==> src/rtl/raster_pkg.sv <==
`default_nettype none
// ============================================================================
//  Module   : raster_pkg
//  Purpose  : Shared definitions for the rasterizer command front end:
//             draw opcodes, parser state encoding and byte field offsets.
//  Ports    : none (package)
//  Revision : 1.0 - initial release
// ============================================================================
package raster_pkg;

    // Header byte opcode field [7:6]
    typedef enum logic [1:0] {
        OP_CLEAR = 2'b00,
        OP_PIXEL = 2'b01,
        OP_LINE  = 2'b10,
        OP_RECT  = 2'b11
    } opcode_t;

    // Parser FSM state encoding
    typedef enum logic [1:0] {
        ST_HDR  = 2'd0,
        ST_ARG1 = 2'd1,
        ST_ARG2 = 2'd2,
        ST_EMIT = 2'd3
    } parser_state_t;

    // Header byte layout
    localparam int HDR_OP_LSB  = 6;
    localparam int HDR_RSVD_W  = 6;

    // Argument byte layout: x in the low nibble, y in the high nibble
    localparam int ARG_X_LSB   = 0;
    localparam int ARG_Y_LSB   = 4;

endpackage : raster_pkg
`default_nettype wire

==> src/rtl/cmd_fifo.sv <==
`default_nettype none
// ============================================================================
//  Module   : cmd_fifo
//  Purpose  : Synchronous show-ahead FIFO for decoded draw commands.
//             dout always presents the head entry; a push into a full FIFO
//             is accepted when a pop happens in the same cycle.
//  Ports    : clk, rst_n (async, active-low), clr (sync flush),
//             push/din, pop/dout, full, empty, level
//  Revision : 1.0 - initial release
// ============================================================================
module cmd_fifo #(
    parameter int WIDTH = 8,
    parameter int DEPTH = 4
) (
    input  logic                       clk,
    input  logic                       rst_n,
    input  logic                       clr,
    input  logic                       push,
    input  logic [WIDTH-1:0]           din,
    input  logic                       pop,
    output logic [WIDTH-1:0]           dout,
    output logic                       full,
    output logic                       empty,
    output logic [$clog2(DEPTH+1)-1:0] level
);

    localparam int c_AW = $clog2(DEPTH);
    localparam int c_LW = $clog2(DEPTH+1);

    logic [WIDTH-1:0] r_mem [DEPTH];
    logic [c_AW-1:0]  r_wr_ptr;
    logic [c_AW-1:0]  r_rd_ptr;
    logic [c_LW-1:0]  r_level;

    logic w_pop_ok;
    logic w_push_ok;

    assign empty     = (r_level == '0);
    assign full      = (r_level == c_LW'(DEPTH));
    assign w_pop_ok  = pop & ~empty;
    // A full FIFO still takes a push when the head leaves in the same cycle
    assign w_push_ok = push & (~full | w_pop_ok);

    assign dout  = r_mem[r_rd_ptr];
    assign level = r_level;

    // Storage carries no reset; the consumer masks dout while empty
    always_ff @(posedge clk) begin
        if (!clr && w_push_ok) begin
            r_mem[r_wr_ptr] <= din;
        end
    end

    // DEPTH is a power of two, so the pointers wrap by natural overflow
    always_ff @(posedge clk or negedge rst_n) begin
        if (!rst_n) begin
            r_wr_ptr <= '0;
            r_rd_ptr <= '0;
            r_level  <= '0;
        end else if (clr) begin
            r_wr_ptr <= '0;
            r_rd_ptr <= '0;
            r_level  <= '0;
        end else begin
            if (w_push_ok) r_wr_ptr <= r_wr_ptr + 1'b1;
            if (w_pop_ok)  r_rd_ptr <= r_rd_ptr + 1'b1;
            case ({w_push_ok, w_pop_ok})
                2'b10:   r_level <= r_level + 1'b1;
                2'b01:   r_level <= r_level - 1'b1;
                default: r_level <= r_level;
            endcase
        end
    end

endmodule : cmd_fifo
`default_nettype wire

==> src/rtl/cmd_stream_parser.sv <==
`default_nettype none
// ============================================================================
//  Module   : cmd_stream_parser
//  Purpose  : Byte-stream command front end for the rasterizer. Assembles
//             1-3 byte packets into decoded draw commands and queues them
//             in a FIFO that drains under a valid/ready handshake.
//  Ports    : clk, rst_n (async, active-low), sync_clr (sync flush)
//             in_data/in_valid/in_ready        - command byte stream
//             out_valid/out_ready/out_cmd/out_x1/out_y1/out_x2/out_y2
//                                              - decoded command (FIFO head)
//             fifo_level                       - occupied FIFO entries
//             err_hdr                          - pulse on rejected header
//  Revision : 1.0 - initial release
// ============================================================================
module cmd_stream_parser
    import raster_pkg::*;
#(
    parameter int COORD_W    = 3,
    parameter int FIFO_DEPTH = 4,
    parameter int STRICT_HDR = 1
) (
    input  logic                            clk,
    input  logic                            rst_n,
    input  logic                            sync_clr,
    input  logic [7:0]                      in_data,
    input  logic                            in_valid,
    output logic                            in_ready,
    output logic                            out_valid,
    input  logic                            out_ready,
    output logic [1:0]                      out_cmd,
    output logic [COORD_W-1:0]              out_x1,
    output logic [COORD_W-1:0]              out_y1,
    output logic [COORD_W-1:0]              out_x2,
    output logic [COORD_W-1:0]              out_y2,
    output logic [$clog2(FIFO_DEPTH+1)-1:0] fifo_level,
    output logic                            err_hdr
);

    localparam int c_ENTRY_W = 2 + 4*COORD_W;
    localparam int c_LW      = $clog2(FIFO_DEPTH+1);

    parser_state_t      r_state;
    opcode_t            r_cmd;
    logic [COORD_W-1:0] r_x1;
    logic [COORD_W-1:0] r_y1;
    logic [COORD_W-1:0] r_x2;
    logic [COORD_W-1:0] r_y2;
    logic               r_err_hdr;

    logic                 w_in_fire;
    logic                 w_hdr_bad;
    opcode_t              w_hdr_op;
    logic [COORD_W-1:0]   w_arg_x;
    logic [COORD_W-1:0]   w_arg_y;
    logic                 w_push;
    logic                 w_pop;
    logic                 w_full;
    logic                 w_empty;
    logic [c_ENTRY_W-1:0] w_head;
    logic [c_LW-1:0]      w_level;
    logic                 w_unused_data;

    assign in_ready  = (r_state != ST_EMIT) & ~sync_clr;
    assign w_in_fire = in_valid & in_ready;

    assign w_hdr_op  = opcode_t'(in_data[HDR_OP_LSB +: 2]);
    assign w_hdr_bad = (STRICT_HDR != 0) && (in_data[HDR_RSVD_W-1:0] != '0);
    assign w_arg_x   = in_data[ARG_X_LSB +: COORD_W];
    assign w_arg_y   = in_data[ARG_Y_LSB +: COORD_W];

    // Narrow coordinates or a relaxed header leave some data bits unread
    assign w_unused_data = ^in_data;

    // Parser FSM and assembly register. Fields not carried by the opcode
    // are zeroed when the header is taken, so short packets leave no stale
    // coordinates behind.
    always_ff @(posedge clk or negedge rst_n) begin
        if (!rst_n) begin
            r_state   <= ST_HDR;
            r_cmd     <= OP_CLEAR;
            r_x1      <= '0;
            r_y1      <= '0;
            r_x2      <= '0;
            r_y2      <= '0;
            r_err_hdr <= 1'b0;
        end else if (sync_clr) begin
            r_state   <= ST_HDR;
            r_err_hdr <= 1'b0;
        end else begin
            r_err_hdr <= 1'b0;
            case (r_state)
                ST_HDR: begin
                    if (w_in_fire) begin
                        if (w_hdr_bad) begin
                            r_err_hdr <= 1'b1;
                        end else begin
                            r_cmd   <= w_hdr_op;
                            r_x1    <= '0;
                            r_y1    <= '0;
                            r_x2    <= '0;
                            r_y2    <= '0;
                            r_state <= (w_hdr_op == OP_CLEAR) ? ST_EMIT : ST_ARG1;
                        end
                    end
                end
                ST_ARG1: begin
                    if (w_in_fire) begin
                        r_x1    <= w_arg_x;
                        r_y1    <= w_arg_y;
                        r_state <= (r_cmd == OP_PIXEL) ? ST_EMIT : ST_ARG2;
                    end
                end
                ST_ARG2: begin
                    if (w_in_fire) begin
                        r_x2    <= w_arg_x;
                        r_y2    <= w_arg_y;
                        r_state <= ST_EMIT;
                    end
                end
                ST_EMIT: begin
                    if (w_push) r_state <= ST_HDR;
                end
                default: r_state <= ST_HDR;
            endcase
        end
    end

    assign w_pop  = ~w_empty & out_ready;
    // EMIT stalls while the FIFO is full unless the head leaves this cycle
    assign w_push = (r_state == ST_EMIT) & (~w_full | w_pop);

    cmd_fifo #(
        .WIDTH (c_ENTRY_W),
        .DEPTH (FIFO_DEPTH)
    ) u_cmd_fifo (
        .clk   (clk),
        .rst_n (rst_n),
        .clr   (sync_clr),
        .push  (w_push),
        .din   ({r_cmd, r_x1, r_y1, r_x2, r_y2}),
        .pop   (w_pop),
        .dout  (w_head),
        .full  (w_full),
        .empty (w_empty),
        .level (w_level)
    );

    assign out_valid  = ~w_empty;
    assign fifo_level = w_level;
    assign err_hdr    = r_err_hdr;
    // Head fields read as zero while nothing is queued
    assign {out_cmd, out_x1, out_y1, out_x2, out_y2} = w_empty ? '0 : w_head;

endmodule : cmd_stream_parser
`default_nettype wire
==> config.mk <==
export PLATFORM = sky130hd
export DESIGN_NAME = cmd_stream_parser
export DESIGN_NICKNAME = d
export VERILOG_FILES = /design/src/rtl/raster_pkg.sv /design/src/rtl/cmd_fifo.sv /design/src/rtl/cmd_stream_parser.sv
export SDC_FILE = /design/constraint.sdc
export NUM_CORES = 1
export LEC_CHECK = 0
export CORE_MARGIN = 2
export CORE_UTILIZATION = 45
export DETAILED_ROUTE_END_ITERATION = 8
export DONT_BUFFER_PORTS = 1
export GPL_ROUTABILITY_DRIVEN = 1
export SYNTH_ARGS = -nofsm -noshare
export SYNTH_HDL_FRONTEND = slang
export SYNTH_SLANG_ARGS = --single-unit
==> constraint.sdc <==
create_clock -name clk -period 5.1 [get_ports clk]
set_clock_uncertainty 0.15 [all_clocks]
set_input_delay 0.51 -clock clk [delete_from_list [all_inputs] [get_ports clk]]
set_output_delay 0.51 -clock clk [all_outputs]
set_load 0.05 [all_outputs]
Word level (Yosys, flattened, before mapping)
Memory sizes are Yosys's and may differ from the RTL's.
Cells that the tools add are included.
{"block": "classes", "add_sub_neg": 4, "n_eq_ne": 17, "mux": 30, "bitwise_logic": 12, "n_reduce_logical": 15}
{"cell": "$pmux 3 s2", "n": 5}
{"cell": "$mux 2", "n": 11}
{"cell": "$mux 3", "n": 5}
{"cell": "$reduce_and 5->1", "n": 3}
{"cell": "$mux 14", "n": 1}
{"cell": "$ne 3x3->1 const B", "n": 4}
{"cell": "$ne 2x2->1 const B", "n": 5}
{"cell": "$pmux 2 s4", "n": 1}
{"cell": "$reduce_bool 2->1", "n": 4}
{"cell": "$mux 1", "n": 7}
{"cell": "$and 1x1->1", "n": 6}
{"cell": "$eq 2x1->1 const B", "n": 3}
{"cell": "$eq 2x2->1 const B", "n": 3}
{"cell": "$reduce_bool 6->1", "n": 1}
{"cell": "$add 2x1->2 const B", "n": 2}
{"cell": "$logic_not 2->1", "n": 2}
{"cell": "$not 1->1", "n": 4}
{"cell": "$reduce_and 4->1", "n": 1}
{"cell": "$add 3x1->3 const B", "n": 1}
{"cell": "$eq 3x3->1 const B", "n": 1}
{"cell": "$logic_not 3->1", "n": 1}
{"cell": "$ne 3x2->1 const B", "n": 1}
{"cell": "$reduce_bool 3->1", "n": 1}
{"cell": "$sub 3x1->3 const B", "n": 1}
{"cell": "3 further kinds", "n": 4}
{"block": "word_totals", "regBits": 24, "mem_bits_rw": 56, "in_bits": 13, "output_inout_bits": 20, "elab_cells": 89, "mem_count": 1}
{"memory": "u_cmd_fifo.r_mem", "depth": 4, "width": 14, "rd": 1, "rd_ports_with_merged_regs": 0, "wr": 1, "line_no": "cmd_fifo.sv:30", "source": "logic [WIDTH-1:0] r_mem [DEPTH];"}

Depth between registers and ports, before layout
Gate-level depths: netlist of the first run.
{"block": "logic_depth", "ltp_word": 9, "mapped_depth": 10, "ltp_nobuf": 8}

By module
A second synthesis of the first run with hierarchy kept.
{"block": "hier_totals", "hier_cells": 235, "area_unflattened_um2": 3671.0}
{"mod": "cmd_fifo", "instances": 1, "cells_each": 140, "area_per_inst_um2": 2656.3, "seq_area_each_um2": 1856.8}
{"mod": "cmd_stream_parser", "instances": 1, "cells_each": 95, "area_per_inst_um2": 1014.7, "seq_area_each_um2": 425.4}

Worst setup path before layout of the first run
Ideal clock, no wire load.
{"block": "synth_path", "kind": "reg-to-output", "start": "register u_cmd_fifo.r_level[2] (netlist: u_cmd_fifo.level[2])", "end": "output port out_cmd[0]", "arrival_ns": 2.257, "required_ns": 4.440, "setup_slack_ns": 2.183, "path_stages_with_launch": 6, "path_buffers": 3, "cell_sequence": "dfrtp_1 > buf_2 > or3_1 > clkbuf_1 > clkbuf_1 > and2_1"}
{"block": "synth_via", "elab_chain_len": 2}
{"item": "from (decl)", "line_no": "cmd_fifo.sv:33", "source": "logic [c_LW-1:0] r_level;"}
{"item": "from (signal assigned)", "line_no": "cmd_fifo.sv:68", "source": "2'b10: r_level <= r_level + 1'b1;"}
{"item": "from (signal assigned)", "line_no": "cmd_fifo.sv:69", "source": "2'b01: r_level <= r_level - 1'b1;"}
{"item": "from (signal assigned)", "line_no": "cmd_fifo.sv:70", "source": "default: r_level <= r_level;"}
{"item": "$logic_not 3->1", "line_no": "cmd_fifo.sv:38", "source": "assign empty = (r_level == '0);"}
{"item": "$mux 14", "line_no": "cmd_stream_parser.sv:152", "source": "assign {out_cmd, out_x1, out_y1, out_x2, out_y2} = w_empty ? '0 : w_head;"}
{"item": "to (decl)", "line_no": "cmd_stream_parser.sv:30", "source": "output logic [1:0] out_cmd,"}
Every way passes these cells.

Worst setup path after layout of the first run
{"block": "layout_path", "start": "register u_cmd_fifo.r_level[1] (netlist: u_cmd_fifo.level[1])", "end": "output port out_y2[2]"}
{"block": "layout_via", "elab_chain_len": 2}
{"item": "$logic_not 3->1", "line_no": "cmd_fifo.sv:38"}
{"item": "$mux 14", "line_no": "cmd_stream_parser.sv:152"}
{"item": "to (decl)", "line_no": "cmd_stream_parser.sv:34", "source": "output logic [COORD_W-1:0] out_y2,"}
Every way passes these cells.

==> results.json, run 1 <==
{
  "critPathLaunch": "u_cmd_fifo.level[1]",
  "synth_edf_count": 56,
  "setup_tns_ns": 0,
  "min_path_type": "primary input to register",
  "antenna_left": 0,
  "reg2reg_from": "u_cmd_fifo.level[1]",
  "cp.arrival_ns": 2.62,
  "grt_overflow_total": 0,
  "regArea_sq_mm": 0.00228,
  "crit_required_ns": 4.44,
  "cp_max_fo": 17,
  "ir_drop_mv": 0.142,
  "tightest_slew_ns": 1.01,
  "status": "complete, no violations",
  "setup_violations": 0,
  "wl_per_cell_um": 19.7,
  "cts_tree": "built",
  "async_reset_ff_frac": 0.300,
  "syn_avg_cell_area_sq_um": 15.8,
  "pre_cts_slack_ns": 1.91,
  "synthFlopType": "edfxtp_1",
  "rsz0062_at_grt": "no",
  "start_kind": "register",
  "gp_congestion": 0.735,
  "area_delta_synth_final_pct": 7.52,
  "relSlewSlack": 0.327,
  "htreeDepth": 3,
  "clkLatencyLatePin_ns": 0.35,
  "hold_slack_ns": 0.0609,
  "crit_type": "register to output port",
  "nNetsFinal": 242,
  "ys_seq_area_frac": 0.653,
  "dp_hpwl_um": 4050,
  "synth_warnings": 0,
  "cts.sinks": 80,
  "synthDistinctLibCells": 41,
  "netlist_area_sq_mm": 0.00350,
  "viasPerCell": 5.51,
  "cts_buffer_depth": 2,
  "rows": 32,
  "vias": 1803,
  "power.density_mw_per_mm2": 327,
  "grt_use_total": 0.167,
  "post_route_cells_drive_above_1_share": 0.196,
  "wirelength_um": 6450,
  "fmax_mhz": 305,
  "fp.dieW_um": 92.1,
  "antenna_cells": 0,
  "ctsRootBufferMaster": "clkbuf_8",
  "die-area_sq_mm": 0.00849,
  "first_global_vias": 1853,
  "setup_slack_ns": 1.82,
  "fin_area_sq_mm": 0.00376,
  "period_minus_slack_ns": 3.28,
  "cts-resized-gates": 0,
  "hold_violations": 0,
  "grt_max_degree": 25,
  "ys_ff_latch": 80,
  "synthCells": 221,
  "die_h_um": 92.1,
  "start_util": 0.460,
  "drc": 0,
  "multi_input_area_sq_mm": 0.00110,
  "io_buffers": 0,
  "placed_area_sq_mm": 0.00354,
  "antenna_found_initial": 0,
  "io_pins": 33,
  "drt-pass1-iter-count": 4,
  "finish.utilization": 0.494,
  "clkTransAtPathRegs_ns": 0.08,
  "fin_crit_sh": 0.642,
  "drt_iter0_drc": 92,
  "rrSetupSlack_ns": 1.94,
  "drv_slew": 0,
  "r2r_end": "u_cmd_fifo.level[2]",
  "end_kind": "output port",
  "numCtsBuffers": 9,
  "crit_end": "out_y2[2]",
  "cap_violations": 0,
  "hp-start": "sync_clr",
  "core_sq_mm": 0.00761,
  "fillCellCount": 658,
  "synth_nets": 243,
  "reg2regPathDepth": 8,
  "p_leak_nw": 1.40,
  "grt_pass1_wl_um": 10300
}
[sequential cells by signal (all words and copies together), names as in the netlist]
signal and cells:
r_y2 3, r_y1 3, r_x1 3, u_cmd_fifo.r_rd_ptr 2, r_x2 3, u_cmd_fifo.r_mem 56
err_hdr 1, u_cmd_fifo.r_wr_ptr 2, r_state 2, r_cmd 2, u_cmd_fifo.level 3
[power breakdown]
part | internal (mW) | switching [mW] | total, mW | leakage, nW
Combinational | 0.0184 | 0.0204 | 0.0388 | 0.461
Clock | 0.226 | 0.228 | 0.455 | 0.0895
Sequential | 0.718 | 0.0181 | 0.736 | 0.851
Total | 0.963 | 0.267 | 1.23 | 1.40
[Yosys cell counts, types with 2 or more instances]
library cell,count,area [sq um]
mux4_2,14,315
nor2_1,17,63.8
mux2_1,2,22.5
xnor2_1,3,26.3
a31oi_1,3,18.8
mux2_2,2,22.5
ha_1,8,100
buf_2,5,25.0
nand2_1,3,11.3
a32o_1,2,20.0
a32o_2,8,90.1
mux2i_1,2,20.0
dfrtp_1,24,601
buf_6,2,22.5
clkbuf_1,6,22.5
nand3b_1,2,15.0
nor3_1,2,10.0
o22ai_1,3,18.8
a21oi_1,6,30.0
xor2_1,2,17.5
o21ai_0,3,15.0
nand3_1,2,10.0
and2_1,20,125
edfxtp_1,56,1680
inv_1,8,30.0
[layout make-up]
type / instances / area share
Clock buffer: 11 / 0.0350
Clock inverter: 5 / 0.0156
Tap cell: 102 / 0.0340
Sequential cell: 80 / 0.607
Multi-Input combinational cell: 119 / 0.292
Inverter: 8 / 0.00799
Timing Repair Buffer: 2 / 0.00799
[metal layers]
layer,track usage,wire [um],up-vias
li1,-,-,839
met1,0.219,2870,911
met2,0.261,3160,43
met3,0.0403,298,10
met4,0.0821,116,0
met5,0,0,-
[timing repair]
action                    CTS  global route
hold endpoints to repair   24             0
setup buffers               0             0
hold buffers                2             0
[logic make-up after synthesis]
family / Yosys count / share of synthesized area
xor+xnor: 5 / 0.0125
compound gates: 31 / 0.0734
buf+inv: 22 / 0.0329
mux: 20 / 0.109
flops: 80 / 0.653
simple gates: 54 / 0.0852
fa+ha+maj: 9 / 0.0344
[cell usage in the layout (no fill, tap or decap), types with 2 or more instances in the layout]
master      count
edfxtp_1       56
dfrtp_1        24
and2_1         20
nor2_1         17
mux4_2         14
clkbuf_8        9
inv_1           8
a32o_2          8
ha_1            8
a21oi_1         6
nand2_1         3
xnor2_1         3
a31oi_1         3
o22ai_1         3
o21ai_0         3
xor2_1          2
mux2i_1         2
nor3_1          2
mux2_1          2
mux2_2          2
nand3b_1        2
nand3_1         2
a32o_1          2
clkinvlp_4      2
clkbuf_1        2
[how the worst min path moves through the flow]
stage / cells past startpoint / slack [ns] / end
2_1_floorplan: 0 / 0.06 / err_hdr
6_report: 1 / 0.06 / u_cmd_fifo.level[2]
5_1_grt: 1 / 0.05 / u_cmd_fifo.level[2]
3_3_place_gp: 0 / 0.07 / u_cmd_fifo.r_rd_ptr[1]
3_5_place_dp: 0 / 0.07 / u_cmd_fifo.level[1]
4_1_cts: 1 / 0.05 / u_cmd_fifo.level[2]
[critical path, stage by stage, from the launching register on]
cell and delay, ns:
dfrtp_1 0.80, or3_1 0.88, and2_1 0.57
[stage by stage]
stage | total power, mW | cells
after detailed placement | 0.784 | 309
after global placement | 0.782 | 309
after floorplan | 0.776 | 221
final | 1.23 | 327
after global routing | 1.27 | 327
after CTS | 1.24 | 327
No activity file was read; power rests on OpenSTA's default activity.
==> inputs of run 2 (changes only) <==
- clock period: 5.1 -> 2.9 ns (I/O delays scaled with it)
==> results.json, run 2 (synthesis results as in run 1) <==
{
  "cap_violations": 0,
  "grt_max_degree": 25,
  "cts_tree": "built",
  "tightest_slew_ns": 0.695,
  "fillCellCount": 658,
  "numCtsBuffers": 9,
  "r2r_end": "u_cmd_fifo.level[2]",
  "rows": 32,
  "grt_overflow_total": 0,
  "largest_register_ffs": 56,
  "clkLatencyLatePin_ns": 0.34,
  "dp_hpwl_um": 4440,
  "vias": 1935,
  "relSlewSlack": 0.537,
  "core_sq_mm": 0.00761,
  "final_common_cell": "edfxtp_1",
  "crit_top_cell": "a21oi_1",
  "finalNonFillerCells": 358,
  "hold_violations": 0,
  "viasPerCell": 5.41,
  "p_total_mw": 2.15,
  "dp.cells": 333,
  "internal_power_mw": 1.69,
  "route.met3.wl_um": 325,
  "clkTransAtPathRegs_ns": 0.08,
  "power.density_mw_per_mm2": 535,
  "die_h_um": 92.1,
  "post_route_cells_drive_above_1_share": 0.270,
  "crit_family": "simple AND/OR/NAND/NOR gates",
  "cpPeakStageDelay_ns": 0.56,
  "power.switching_mw": 0.460,
  "reg2reg_from": "u_cmd_fifo.level[1]",
  "period_minus_slack_ns": 2.73,
  "cts.sinks": 80,
  "layout_common_cells": "56 x edfxtp_1, 24 x dfrtp_1, 24 x buf_4, 20 x and2_1, 17 x nor2_1",
  "die-area_sq_mm": 0.00849,
  "critPathBufInv": 1,
  "drt-met1-wl_um": 3110,
  "crit_required_ns": 2.98,
  "gp_congestion": 0.773,
  "status": "complete, no violations",
  "setup_tns_ns": 0,
  "cp_slowest_cell": "dlygate4sd3_1",
  "largest_register": "u_cmd_fifo.r_mem",
  "nNetsFinal": 274,
  "met2_length_um": 3080,
  "fp.dieW_um": 92.1,
  "cp.arrival_ns": 2.81,
  "end_kind": "register",
  "wl_per_cell_um": 18.4,
  "top_layer": "met4",
  "start_kind": "register",
  "p_sw_frac": 0.214,
  "antenna_found_initial": 0,
  "start_util": 0.460,
  "antenna_left": 0,
  "power_frac_clock": 0.356,
  "drt_iter0_drc": 85,
  "wirelength_um": 6580,
  "ctsRootBufferMaster": "clkbuf_8",
  "crit_type": "register to register",
  "power_frac_comb": 0.038,
  "reg2regPathDepth": 9,
  "first_global_vias": 1992,
  "cts_buffer_depth": 2,
  "grt_use_total": 0.169,
  "io_buffers": 0,
  "drc": 0,
  "holdPathStages": 2,
  "cts_setup_buffers": 0,
  "hold_end": "r_x1[2]",
  "drt-pass1-iter-count": 4,
  "io_pins": 33,
  "drv_slew": 0,
  "ir_drop_mv": 0.285,
  "seqPwrFrac": 0.606,
  "htreeDepth": 3,
  "rsz0062_at_grt": "no",
  "hp-start": "in_data[2]",
  "grt_pass1_wl_um": 10700,
  "p_leak_nw": 1.55,
  "path_cells": "or3_1 -> nand2_1 -> nor2_1 -> fa_1 -> nor3b_1 -> a21oi_1 -> a32oi_1 -> a21oi_1 -> dlygate4sd3_1",
  "fmax_mhz": 367,
  "min_path_type": "primary input to register",
  "setup_violations": 0,
  "rrSetupSlack_ns": 0.17,
  "antenna_cells": 0,
  "cp_max_fo": 5,
  "fin_crit_sh": 0.940,
  "area_delta_synth_final_pct": 15.1
}
==> run 2: cell count changes in the layout (fill, tap and decap cells not counted), moves of 2 or more <==
cell,delta
dlygate4sd3_1,+8
buf_4,+24
clkbuf_1,-2
clkinv_1,+2
==> run 2: area by class of cell <==
type	instances	area [sq um]	area share
timing repair buffer	34	290	0.0722
inverter	8	30.0	0.00747
clock buffer	9	124	0.0308
clock inverter	6	61.3	0.0152
sequential	80	2280	0.567
tap	102	128	0.0317
multi-input combinational	119	1110	0.275
==> run 2: worst max-delay path by stage <==
stage / startpoint / to / depth (start not counted)
3_3_place_gp: r_state[0] / u_cmd_fifo.r_mem[3][2] / 5
4_1_cts: r_state[1] / u_cmd_fifo.level[2] / 8
5_1_grt: u_cmd_fifo.level[1] / u_cmd_fifo.level[2] / 8
2_1_floorplan: u_cmd_fifo.level[2] / out_cmd[0] / 5
6_report: u_cmd_fifo.level[1] / u_cmd_fifo.level[2] / 9
3_5_place_dp: r_state[1] / u_cmd_fifo.r_mem[3][0] / 5
==> run 2: metal layers <==
| metal | up-vias | track usage |
|---|---|---|
| met3 | 6 | 0.0509 |
| met2 | 41 | 0.253 |
| met1 | 993 | 0.242 |
| li1 | 895 | - |
| met5 | - | 0 |
| met4 | 0 | 0.0485 |
==> run 2: metrics by stage <==
| stage | instance area, sq um | hold WS (ns) | setup WS, ns | utilization |
|---|---|---|---|---|
| 2_1_floorplan | 3500 | -0.156 | 0.203 | - |
| 3_3_place_gp | 3720 | -0.154 | 0.689 | 0.489 |
| 3_5_place_dp | 3720 | -0.155 | 0.607 | 0.489 |
| 4_1_cts | 4010 | 0.0134 | 0.138 | 0.528 |
| 5_1_grt | 4020 | 0.0231 | 0.0211 | 0.529 |
| 6_report | 4020 | 0.0189 | 0.173 | 0.529 |
==> run 2: power by group through the flow <==
stage	logic, mW	registers, mW	clock network [mW]
finish	0.0810	1.30	0.766
global route	0.0903	1.31	0.832
CTS	0.0820	1.30	0.782
detailed placement	0.0582	1.33	0
global placement	0.0571	1.33	0
floorplan	0.0557	1.31	0
==> run 2: worst register-to-register path, delay by kind of cell, from the launching register on <==
kind,cells,cell delay [ns]
AOI/OAI and AO/OA,3,0.29
adders and majority gates,1,0.45
buffers and inverters,1,0.56
DFF,1,0.38
and+or+nand+nor,4,0.79
==> run 2: timing repair <==
action,4_1_cts,5_1_grt
endpoints found under the hold margin,43,0
hold buffers,10,0
endpoints found under the setup margin,0,1
gates resized for setup,0,2
==> inputs of run 3 (changes only) <==
- clock period: 2.9 -> 3.49 ns (I/O delays scaled with it)
==> results.json, run 3 (synthesis results as in run 1) <==
{
  "power.density_mw_per_mm2": 472,
  "met1_usage": 0.229,
  "setup_tns_ns": 0,
  "grtUsageMet3": 0.0559,
  "rsz0062_at_grt": "no",
  "status": "complete, no violations",
  "fmax_mhz": 362,
  "numCtsBuffers": 9,
  "hp-start": "out_ready",
  "io_pins": 33,
  "post_route_cells_drive_above_1_share": 0.218,
  "hold_end": "u_cmd_fifo.level[2]",
  "largest_register_ffs": 56,
  "area_delta_synth_final_pct": 9.88,
  "cts-resized-gates": 0,
  "grt_max_degree": 25,
  "cts_tree": "built",
  "viasPerCell": 5.47,
  "grt-busiest-layer": "met2",
  "period_minus_slack_ns": 2.76,
  "cts.sinks": 80,
  "fin_crit_sh": 0.791,
  "r2r_end": "u_cmd_fifo.r_mem[0][3]",
  "layout_common_cells": "56 x edfxtp_1, 24 x dfrtp_1, 20 x and2_1, 17 x nor2_1, 14 x mux4_2",
  "relSlewSlack": 0.486,
  "drt-pass1-iter-count": 4,
  "crit_type": "register to output port",
  "critPathLaunch": "u_cmd_fifo.r_rd_ptr[0]",
  "holdPathStages": 2,
  "min_path_type": "primary input to register",
  "tightest_slew_ns": 0.771,
  "fillCellCount": 667,
  "cp.arrival_ns": 2.26,
  "start_util": 0.460,
  "core_sq_mm": 0.00761,
  "die_h_um": 92.1,
  "hold_violations": 0,
  "antenna_cells": 0,
  "cp_max_fo": 11,
  "rrSetupSlack_ns": 1.01,
  "die-area_sq_mm": 0.00849,
  "clkLatencyLatePin_ns": 0.34,
  "final_common_cell": "edfxtp_1",
  "setup_violations": 0,
  "largest_register": "u_cmd_fifo.r_mem",
  "nNetsFinal": 251,
  "grt_use_met2": 0.247,
  "cts_buffer_depth": 2,
  "fp.dieW_um": 92.1,
  "drt_iter0_drc": 142,
  "clkTransAtPathRegs_ns": 0.08,
  "ctsRootBufferMaster": "clkbuf_8",
  "grt_overflow_total": 0,
  "start_kind": "register",
  "p_leak_nw": 1.44,
  "path_cells": "buf_4 -> mux4_2 -> and2_1",
  "reg2regPathDepth": 4,
  "wirelength_um": 6360,
  "vias": 1838,
  "rows": 32,
  "cap_violations": 0,
  "wl_per_cell_um": 18.9,
  "hold_slack_ns": 0.0136,
  "cp_slowest_cell": "dfrtp_1",
  "ir_drop_mv": 0.225,
  "gp_congestion": 0.766,
  "antenna_found_initial": 0,
  "drc": 0,
  "io_buffers": 0,
  "antenna_left": 0,
  "crit_required_ns": 2.99,
  "first_global_vias": 1861,
  "reg2reg_from": "r_state[0]",
  "end_kind": "output port",
  "drv_slew": 0,
  "grt_pass1_wl_um": 10400,
  "grt_use_total": 0.166,
  "htreeDepth": 3,
  "cpPeakStageDelay_ns": 0.78,
  "dp_hpwl_um": 4110
}
==> run 3: cell count changes in the layout (fill, tap and decap cells not counted), sizes merged <==
| cell | before | now |
|---|---|---|
| dlygate4sd3 | 9 | 4 |
| clkinvlp | 2 | 1 |
| buf | 25 | 7 |
| clkbuf | 9 | 11 |
==> run 3: worst max path at each step <==
stage,depth (start not counted),endpoint
3_3_place_gp,4,u_cmd_fifo.r_mem[0][7]
5_1_grt,3,out_y2[0]
4_1_cts,3,out_x1[1]
2_1_floorplan,5,out_cmd[0]
6_report,3,out_y2[0]
3_5_place_dp,4,u_cmd_fifo.r_mem[1][7]
==> run 3: critical path, delay by kind of cell, from the launching register on <==
family        cells  cell delay, ns
mux               1            0.50
flops             1            0.78
buf+inv           1            0.30
simple gates      1            0.34
==> run 3: layout make-up <==
cell class                      instances  area, sq um  share of cell area
Tap cell                              102          128              0.0332
Clock buffer                           11          141              0.0368
Clock inverter                          5         56.3              0.0147
Timing Repair Buffer                   11          105              0.0274
Sequential cell                        80         2280               0.594
Multi-Input combinational cell        119         1100               0.286
Inverter                                8         30.0             0.00782
==> run 3: timing repair <==
action,CTS,global route
endpoints found under the hold margin,33,0
hold buffers,5,0
setup buffers,0,0
==> run 3: metal layers <==
| layer | wire length (um) | up-vias |
|---|---|---|
| met5 | 0 | - |
| met4 | 124 | 0 |
| met3 | 407 | 11 |
| met2 | 2880 | 46 |
| met1 | 2940 | 929 |
| li1 | - | 852 |
==> run 3: per-stage QoR <==
stage / utilization / instances / cell area (sq um) / power (mW) / setup WS (ns)
after global routing: 0.505 / 336 / 3840 / 1.88 / 0.578
after detailed placement: 0.471 / 315 / 3580 / 1.15 / 0.988
after CTS: 0.505 / 336 / 3840 / 1.83 / 0.657
after floorplan: - / 221 / 3500 / 1.13 / 0.734
final: 0.505 / 336 / 3840 / 1.81 / 0.730
after global placement: 0.471 / 315 / 3580 / 1.14 / 0.967
==> run 3: where the power goes <==
part	switching [mW]	internal [mW]	total (mW)
Sequential	0.0300	1.05	1.08
Clock	0.323	0.349	0.672
Combinational	0.0306	0.0299	0.0605
==> patch: new RTL, flow settings as in run 1 <==
Put a register stage on the output `fifo_level`, without a reset. The value now appears one clock later. The other outputs are not delayed to match.
--- a/src/rtl/cmd_stream_parser.sv
+++ b/src/rtl/cmd_stream_parser.sv
@@ -147,5 +147,7 @@
 
     assign out_valid  = ~w_empty;
-    assign fifo_level = w_level;
+    always_ff @(posedge clk) begin
+        fifo_level <= w_level;
+    end
     assign err_hdr    = r_err_hdr;
     // Head fields read as zero while nothing is queued
Behaviour: not the same (a bounded check fails within 4 cycles, from zero or initial values and one cycle with rst_n low).
==> patch against run 1 <==
  * Sequential share of layout area down 0.18 points
  * Wire length down 0.45%
  * Count of clock-buffer cells in the layout down 2
  * Register-to-register slack better by 0.22 ns
  * Final area up 2.9%
  * Sequential cell count up 3
  * Power up 10%
  * Die area up 1.6%
  * Synthesized area up 1.7%
  * Worst setup slack better by 0.30 ns
  * Critical path type unchanged
  * Largest cell class unchanged
==> patch: results (changes against run 1) <==
delay of the slowest critical-path stage -> 1.00 ns (was 0.88 ns)
WL final -> 6.42 mm (was 6.45 mm)
post-route met1 wirelength -> 2.89 mm (was 2.87 mm)
asr flop ratio synth -> 28.9% (was 30.0%)
Largest delay share family, worst path -> flip-flops (was simple AND/OR/NAND/NOR gates)
status -> finished, final reports clean (unchanged)
clock buffer depth -> 2 (unchanged)
reg2reg setup slack -> 2.16 ns (was 1.94 ns)
critical path's slowest cell -> dfrtp_1 (was or3_1)
CTS buffer count -> 9 (unchanged)
share of cells above drive strength 1 -> 19.7% (was 19.6%)
syn nets -> 246 (was 243)
Arrival @ worst endpoint -> 2.31 ns (was 2.62 ns)
number of global-route vias before repair -> 1,929 (was 1,853)
postcts setup bufs -> 0 (unchanged)
worst hold margin -> 0.0665 ns (was 0.0609 ns)
max reg flops -> 56 (unchanged)
met1 Use GR -> 21.8% (was 21.9%)
post-DP HPWL -> 4.06 mm (was 4.05 mm)
met2 wire length -> 3.17 mm (was 3.16 mm)
# diodes -> 0 (unchanged)
Post-synth top flop -> edfxtp_1 (unchanged)
Netlist cell types -> 43 (was 41)
routability congestion estimate -> 0.720 (was 0.735)
Area contributors post-synth -> edfxtp_1 47%, dfrtp_1 17%, mux4_2 8.9% (was edfxtp_1 48%, dfrtp_1 17%, mux4_2 9.0%)
worst flop-to-flop path startpoint -> u_cmd_fifo.level[0] (was u_cmd_fifo.level[1])
critical-path maximum fanout -> 16 (was 17)
worst rel slew slack -> 34.1% (was 32.7%)
Via density -> 5.49 (was 5.51)
CTS Root Cell -> clkbuf_8 (unchanged)
grt met3 use -> 4.48% (was 4.03%)
met2 Track Usage GR -> 27.2% (was 26.1%)
maximum vdd drop -> 0.143 mV (was 0.142 mV)
routed wl met3 -> 279 um (was 298 um)
first-pass GRT wire length -> 10.6 mm (was 10.3 mm)
leakage -> 1.46 nW (was 1.40 nW)
Biggest register -> u_cmd_fifo.r_mem (unchanged)
DRT iter0 DRCs -> 65 (was 92)
Seq/Total Area, Yosys -> 65.9% (was 65.3%)
Tot GR Track Use -> 16.6% (was 16.7%)
patch: cell types whose count changed in the layout (fill, tap and decap cells not counted):
cell	delta
bufinv_16	+2
clkbuf_1	-2
clkinv_1	+1
clkinv_4	+1
clkinvlp_4	-2
dfxtp_1	+3
patch: through the flow:
step | setup WS, ns | area, um2 | cells
global route | 1.89 | 3870 | 330
floorplan | 2.54 | 3550 | 224
global placement | 2.23 | 3600 | 312
detailed placement | 2.15 | 3600 | 312
CTS | 2.03 | 3870 | 330
finish | 2.13 | 3870 | 330
patch: final cells by class:
cell class	instances	area [um2]
fillers	677	3820
clock inverters	7	116
flip-flops and latches	83	2340
repair buffers	2	30.0
inverters	8	30.0
multi-input cells	119	1100
well taps	102	128
clock buffers	9	124
patch: report_power, final:
part           switching (mW)  internal [mW]
Clock                   0.232          0.324
Sequential             0.0177          0.741
Combinational          0.0211         0.0184
Total                   0.271           1.08
patch: worst max-delay path by stage:
stage / startpoint / to / slack, ns
2_1_floorplan: u_cmd_fifo.level[0] / out_cmd[0] / 2.54
5_1_grt: u_cmd_fifo.level[0] / u_cmd_fifo.level[2] / 1.89
3_3_place_gp: u_cmd_fifo.level[1] / u_cmd_fifo.level[2] / 2.23
6_report: u_cmd_fifo.r_rd_ptr[0] / out_y1[2] / 2.13
3_5_place_dp: u_cmd_fifo.level[1] / u_cmd_fifo.level[2] / 2.15
4_1_cts: u_cmd_fifo.r_rd_ptr[0] / out_y1[2] / 2.03
patch: logic make-up (layout without fill, tap and decap cells):
logic type	after synthesis	count (layout)	synth area share, %
DFF	83	83	65.9
adders and majority gates	9	9	3.38
buffers and inverters	22	26	3.20
muxes	20	20	10.7
AOI/OAI and AO/OA	31	31	7.22
and+or+nand+nor	54	54	8.38
xor gates and xnor gates	5	5	1.23
